**config.mk**
```make
export PLATFORM = sky130hd
export DESIGN_NAME = fetch_dec_queue
export DESIGN_NICKNAME = d
export VERILOG_FILES = /design/src/rtl/fetch_dec_queue.sv
export SDC_FILE = /design/constraint.sdc
export NUM_CORES = 1
export LEC_CHECK = 0
export CORE_MARGIN = 2
export CORE_UTILIZATION = 47
export DETAILED_ROUTE_END_ITERATION = 12
export GPL_TIMING_DRIVEN = 0
export MAX_ROUTING_LAYER = met4
export PLACE_DENSITY = 0.71
export SLEW_MARGIN = 10
export SYNTH_ARGS = -nofsm -noshare
export SYNTH_HDL_FRONTEND = slang
export SYNTH_SLANG_ARGS = --single-unit
```
**constraint.sdc**
```tcl
create_clock -name clk_i -period 4.5 [get_ports clk_i]
set_input_delay 0.675 -clock clk_i [delete_from_list [all_inputs] [get_ports clk_i]]
set_output_delay 0.675 -clock clk_i [all_outputs]
set_load 0.01 [all_outputs]
```
**src/rtl/fetch_dec_queue.sv**
```systemverilog
// ---------------------------------------------------------------------------
// fetch_dec_queue
//
// Instruction queue sitting between the fetch and decode stages. It holds up
// to DEPTH fetched entries so that fetch can keep running while decode is
// stalled. Both sides use a valid/ready handshake. A kill flushes every
// buffered entry in a single cycle.
//
// Each entry carries the instruction, its PC, the predicted next PC, the
// predictor hit/taken flags and the two fetch exception flags. The exception
// flags are presented to decode as an EXC_W-wide vector. Bit 0 is the
// misaligned-fetch flag and bit 12 is the access-fault flag. EXC_W must be
// at least 13.
//
// Ports:
//   clk_i                         clock
//   rsn_i                         asynchronous active-low reset
//   kill_i                        synchronous flush of all entries
//   fetch_valid_i / fetch_ready_o fetch-side handshake
//   fetch_misaligned_instr_exc_i  misaligned-fetch exception flag
//   fetch_instr_fault_exc_i       instruction access-fault flag
//   fetch_instr_i                 instruction word
//   fetch_pc_i                    PC of the instruction
//   fetch_pred_pc_i               predicted next PC
//   fetch_prediction_i            predictor hit
//   fetch_taken_i                 predicted taken
//   dec_valid_o / dec_ready_i     decode-side handshake
//   dec_instr_o, dec_pc_o,
//   dec_pred_pc_o                 head entry fields (zero when empty)
//   dec_prediction_o, dec_taken_o head entry flags (zero when empty)
//   dec_exc_bits_o                head entry exception vector (zero when empty)
//   count_o                       current occupancy
// ---------------------------------------------------------------------------
module fetch_dec_queue #(
    parameter int DEPTH = 4,
    parameter int XLEN  = 32,
    parameter int EXC_W = 32
) (
    input  logic                       clk_i,
    input  logic                       rsn_i,
    input  logic                       kill_i,
    input  logic                       fetch_valid_i,
    output logic                       fetch_ready_o,
    input  logic                       fetch_misaligned_instr_exc_i,
    input  logic                       fetch_instr_fault_exc_i,
    input  logic [XLEN-1:0]            fetch_instr_i,
    input  logic [XLEN-1:0]            fetch_pc_i,
    input  logic [XLEN-1:0]            fetch_pred_pc_i,
    input  logic                       fetch_prediction_i,
    input  logic                       fetch_taken_i,
    output logic                       dec_valid_o,
    input  logic                       dec_ready_i,
    output logic [XLEN-1:0]            dec_instr_o,
    output logic [XLEN-1:0]            dec_pc_o,
    output logic [XLEN-1:0]            dec_pred_pc_o,
    output logic                       dec_prediction_o,
    output logic                       dec_taken_o,
    output logic [EXC_W-1:0]           dec_exc_bits_o,
    output logic [$clog2(DEPTH+1)-1:0] count_o
);

    localparam int PTR_W   = $clog2(DEPTH);
    localparam int CNT_W   = $clog2(DEPTH + 1);
    localparam int ENTRY_W = 3 * XLEN + 4;

    localparam logic [CNT_W-1:0] FULL_COUNT = CNT_W'(DEPTH);

    // Field positions inside a stored entry.
    localparam int INSTR_LSB   = 0;
    localparam int PC_LSB      = XLEN;
    localparam int PRED_PC_LSB = 2 * XLEN;
    localparam int PRED_BIT    = 3 * XLEN;
    localparam int TAKEN_BIT   = 3 * XLEN + 1;
    localparam int FAULT_BIT   = 3 * XLEN + 2;
    localparam int MISAL_BIT   = 3 * XLEN + 3;

    logic [PTR_W-1:0]   rd_ptr;
    logic [PTR_W-1:0]   wr_ptr;
    logic [CNT_W-1:0]   count;
    logic [ENTRY_W-1:0] mem [DEPTH];

    logic               push;
    logic               pop;
    logic [ENTRY_W-1:0] wr_entry;
    logic [ENTRY_W-1:0] head;

    // Ready and valid come only from the registered count, so there is no
    // combinational path from dec_ready_i to fetch_ready_o. A full queue
    // refuses a push even while it pops in the same cycle.
    assign fetch_ready_o = (count != FULL_COUNT);
    assign dec_valid_o   = (count != '0);
    assign count_o       = count;

    assign push = fetch_valid_i && fetch_ready_o && !kill_i;
    assign pop  = dec_valid_o && dec_ready_i && !kill_i;

    // Only the two exception flags are stored; the full-width vector is
    // rebuilt at the read side since every other bit is always zero.
    assign wr_entry = {fetch_misaligned_instr_exc_i, fetch_instr_fault_exc_i,
                       fetch_taken_i, fetch_prediction_i,
                       fetch_pred_pc_i, fetch_pc_i, fetch_instr_i};

    // Storage is not reset; valid entries are tracked by the pointers and count.
    always_ff @(posedge clk_i) begin
        if (push) begin
            mem[wr_ptr] <= wr_entry;
        end
    end

    // Pointer and occupancy bookkeeping. DEPTH is a power of two, so the
    // natural pointer rollover gives the modulo-DEPTH wrap.
    always_ff @(posedge clk_i or negedge rsn_i) begin
        if (!rsn_i) begin
            rd_ptr <= '0;
            wr_ptr <= '0;
            count  <= '0;
        end else if (kill_i) begin
            rd_ptr <= '0;
            wr_ptr <= '0;
            count  <= '0;
        end else begin
            if (push) begin
                wr_ptr <= wr_ptr + PTR_W'(1);
            end
            if (pop) begin
                rd_ptr <= rd_ptr + PTR_W'(1);
            end
            case ({push, pop})
                2'b10:   count <= count + CNT_W'(1);
                2'b01:   count <= count - CNT_W'(1);
                default: count <= count;
            endcase
        end
    end

    assign head = mem[rd_ptr];

    // Head entry presented to decode; an empty queue shows an all-zero
    // bubble, which decode already treats as a no-op.
    always_comb begin
        dec_instr_o      = '0;
        dec_pc_o         = '0;
        dec_pred_pc_o    = '0;
        dec_prediction_o = 1'b0;
        dec_taken_o      = 1'b0;
        dec_exc_bits_o   = '0;
        if (dec_valid_o) begin
            dec_instr_o       = head[INSTR_LSB +: XLEN];
            dec_pc_o          = head[PC_LSB +: XLEN];
            dec_pred_pc_o     = head[PRED_PC_LSB +: XLEN];
            dec_prediction_o  = head[PRED_BIT];
            dec_taken_o       = head[TAKEN_BIT];
            dec_exc_bits_o[0]  = head[MISAL_BIT];
            dec_exc_bits_o[12] = head[FAULT_BIT];
        end
    end

endmodule
```
# Yosys cells after proc, flatten, opt, wreduce, memory -nomap -nowiden
# Memories as Yosys holds them, arrays and structs flattened.
# Index checks and enable logic that the tools add are counted.
[word_totals]
register_bits = 7
n_memories = 1
mem_bits_rw = 400
elab_cells = 35
[mem_list]
columns = ["name", "depth", "word_bits", "rd", "rd_clocked_by_memory_dff", "write_ports", "line", "source"]
rows = [
  ["mem", 4, 100, 1, 0, 1, "80", "logic [ENTRY_W-1:0] mem [DEPTH];"],
]
[op_classes]
eq_ne = 3
reduce_logical = 9
n_mux = 15
n_addsub = 4
[op_table]
columns = ["operator", "n"]
rows = [
  ["32-bit 2-to-1 mux", 3],
  ["2-bit 2-to-1 mux", 4],
  ["1-bit 2-to-1 mux", 6],
  ["3-bit case mux with 2 select lines", 1],
  ["3-bit nonzero test", 2],
  ["2-bit by 1-bit adder with 2-bit output (second input constant)", 2],
  ["1-bit logical AND", 4],
  ["2-bit nonzero test", 2],
  ["3-bit by 1-bit adder with 3-bit output (second input constant)", 1],
  ["3-bit 2-to-1 mux", 1],
  ["3-bit != test (second input constant)", 1],
  ["3-bit by 1-bit subtractor with 3-bit output (second input constant)", 1],
  ["2-bit by 1-bit equality test with 1-bit output (second input constant)", 1],
  ["2-bit equality test (second input constant)", 1],
  ["1-bit zero test", 1],
]

# Depth between registers and ports, before layout
[depth]
word_depth = 6
mapped_depth = 7
mapped_depth_nobuf = 6

# Worst setup path before layout
# Ideal clock, no wire load.
[synth_path]
kind = "input to register"
start = "input fetch_valid_i"
end = "memory mem[0][0] (netlist name) (enable)"
setup_time_ns = 0.470
setup_slack_ns = 0.554
arrival_ns = 3.475
cell_stages = 4
n_path_buf = 1
path_cell_list = "buf_2 > inv_1 > nor2_1 > and3_1"
[synth_between]
elab_chain_len = 4
[synth_rtl]
columns = ["item", "line", "source"]
rows = [
  ["start: declaration", "42", "input logic fetch_valid_i,"],
  ["1-bit logical AND (2 in series)", "94", "assign push = fetch_valid_i && fetch_ready_o && !kill_i;"],
  ["1-bit 2-to-1 mux", "105", "if (push) begin"],
  ["1-bit 2-to-1 mux (implied by the code)", "106", "mem[wr_ptr] <= wr_entry;"],
  ["end: declaration", "80", ""],
]
# Every way passes these cells.

# Worst setup path after layout
[layout_path]
start = "register rd_ptr[1]"
end = "output dec_pc_o[22]"
[layout_between]
elab_chain_len = 2
[layout_rtl]
columns = ["item", "line", "source"]
rows = [
  ["start: declaration", "77", "logic [PTR_W-1:0] rd_ptr;"],
  ["start signal: assignment", "126", "rd_ptr <= rd_ptr + PTR_W'(1);"],
  ["memory read 4 x 100 bit", "n/a", ""],
  ["32-bit 2-to-1 mux", "147", "if (dec_valid_o) begin"],
  ["end: declaration", "54", "output logic [XLEN-1:0] dec_pc_o,"],
]
# Every way passes these cells.

==> metrics.cfg <==
[detailed_routing]
routed_wl_um=30100
antenna_left=0
drt-vias-per-instance=5.12
routedWlPerCell_um=20.1
drt_first_pass_iters=5
drt-initial-drc-count=490
drcViolationCount=0
num_vias=7661

[die]
die_height_um=188
coreArea_sq_mm=0.0334
start_util_pct=47.6
die_w_um=188
rows=67
io_pins=240
die_area_sq_mm=0.0353

[synthesis]
synth-seq-cells=407
syn-cell-area_sq_mm=0.0159
seq_area_frac_synth_pct=76.7
synthDistinctLibCells=38
ys.flop_type=edfxtp_1
synth_edf_count=400
async_reset_ff_share_pct=1.72
postSynthAreaPerCell_sq_um=21.8
synthCells=729
synth-warning-count=0

[final_layout]
fin_nets=1128
final_common_cell=edfxtp_1
seq_area_sq_mm=0.0122
drive_gt1_share_pct=20.8
mostFrequentLayoutCells=edfxtp_1 (400), clkdlybuf4s50_1 (208), mux4_2 (100), and2_1 (100), clkbuf_16 (43)
n_fill_cell=2460
fin_util_pct=60.3
area_delta_synth_final_pct=26.6
multi_input_area_sq_mm=0.00335

[setup_path]
cp_cell_sequence=clkbuf_1 > buf_2 > mux4_2 > and2_1 > clkdlybuf4s50_1
slowest_stage=clkbuf_1
reg2regPathDepth=7
crit_type=reg2out
critPathCaptureType=output pin
cpPeakStageDelay_ps=650
critPathLaunchType=register
crit_arrival_ps=3010
required_ps=3830
cp_max_fo=10

[sta]
hold_viol=0
rsz0062_at_grt=no
fin_crit_ps=3680
max-slew-margin-rel_pct=42.2
worst_pin_slew_ps=867
slew_viol_final=0
timing.fmax_ghz=0.272
period_share_pct=81.8
finalWorstSetupSlack_ps=820
finalClockSkew_ps=13.1
setup_violations=0

[power]
p_clk_share_pct=32.3
p_comb_share_pct=23.5
p_int_w=0.00744
switching_share_pct=24.3
vdd_ir_drop_max_uv=360
leakage_nw=6.54
seqPwrFrac_pct=44.1
netSwitchingPower_w=0.00238
pwr_density_cell_mw_per_mm2=489

[clock_network]
htree_levels=2
ctsHoldBuffers=0
clock-root-buffer=clkbuf_16
clock_latency_ps=530
cts_resized=0
cts_setup_buffers=0
cts_sinks=407
cts_tree=done
clockBufferDepth=3
path_clk_slew_ps=60
numCtsBuffers=42

[placement]
place_ws_ps=1290
hpwl_um=18900
port_buffers=208
gp_congestion=0.731

[status]
status=finished clean

[global_routing]
globalRouteOverflowTotal=0
antenna_found_initial=2
grt_pass1_vias=8100
grt_pass1_wl_um=45800
grt_use_total_pct=17.6
grt_max_degree=49

[min_path]
min_path_type=in2async

[job]
drv_cap=0

synth_stat cells, drive strengths merged, types with 2 or more instances:
cell      n  area share (%)
ha        4            0.32
inv       5            0.12
edfxtp  400              76
nor2      5            0.12
buf      55             2.6
dfrtp     7             1.1
o21ai     2           0.063
nand3     3           0.095
mux4    100              14
clkbuf   14            0.33
a21oi     4            0.13
xor2      2            0.11
nand2b    2           0.079
nand2     3           0.071
and3      4            0.16
and2    100             3.9
metrics by stage:
step / total power, W / hold WS [ps] / instance area (sq um) / setup TNS [ps] / instances
CTS: 0.00997 / 406 / 20100 / 0 / 1495
global route: 0.0102 / 418 / 20100 / 0 / 1497
detailed placement: 0.00678 / 602 / 18800 / 0 / 1422
finish: 0.00983 / 418 / 20100 / 0 / 1497
floorplan: 0.00566 / 379 / 16000 / 0 / 758
global placement: 0.00676 / 581 / 18600 / -779780 / 1414
critical path, delay by kind of cell (launching register included):
family | cells | cell delay [ps]
buffers and inverters | 3 | 1600
DFF | 1 | 340
muxes | 1 | 360
and+or+nand+nor | 1 | 170
path summary, 6_finish.rpt:
path | from | end | slack (ps)
max in group asynchronous | rsn_i | wr_ptr[1]$_DFFE_PN0P_ | 3830
hold / removal | rsn_i | count_o[0]$_DFFE_PN0P_ | 420
min in group clk_i | kill_i | rd_ptr[1]$_DFFE_PN0P_ | 520
hold reg to reg | wr_ptr[0]$_DFFE_PN0P_ | wr_ptr[0]$_DFFE_PN0P_ | 620
setup / recovery | rd_ptr[1]$_DFFE_PN0P_ | dec_pc_o[22] | 820
setup reg to reg | count_o[1]$_DFFE_PN0P_ | count_o[1]$_DFFE_PN0P_ | 2090
state kept, by name, indices dropped and copies added, names as in the netlist:
register	cells
mem	400
count_o	3
rd_ptr	2
wr_ptr	2
layer usage:
metal  wire (um)  global-route usage (%)
met3        1820                    3.69
met1       12400                    22.1
met2       15300                    29.4
met5           0                       -
met4         524                    4.63
power by group through the flow:
stage	clock (W)	sequential (W)	combinational (W)
2_1_floorplan	0	0.00442	0.00124
6_report	0.00318	0.00434	0.00231
5_1_grt	0.00341	0.00435	0.00249
4_1_cts	0.00326	0.00434	0.00237
3_5_place_dp	0	0.00442	0.00236
3_3_place_gp	0	0.00444	0.00232
kinds of logic after synthesis:
logic type / Yosys count / synth area share, %
flip-flops: 407 / 76.7
AND/OR/NAND/NOR: 121 / 4.62
buffers and inverters: 74 / 3.00
AO/OA/AOI/OAI: 17 / 0.764
other: 1 / 0.0236
adder cells (fa/ha/maj): 5 / 0.441
multiplexers: 101 / 14.3
XOR/XNOR: 3 / 0.165
layout make-up:
cell class	instances	share of cell area, %
inverters	5	0.0934
repair buffers	216	11.3
clock buffers	56	5.59
plain buffers	69	2.28
multi-input cells	277	16.7
clock inverters	17	0.647
well taps	448	2.79
flip-flops and latches	407	60.6
diodes	2	0.0249
Power figures use the tool's default switching activity.
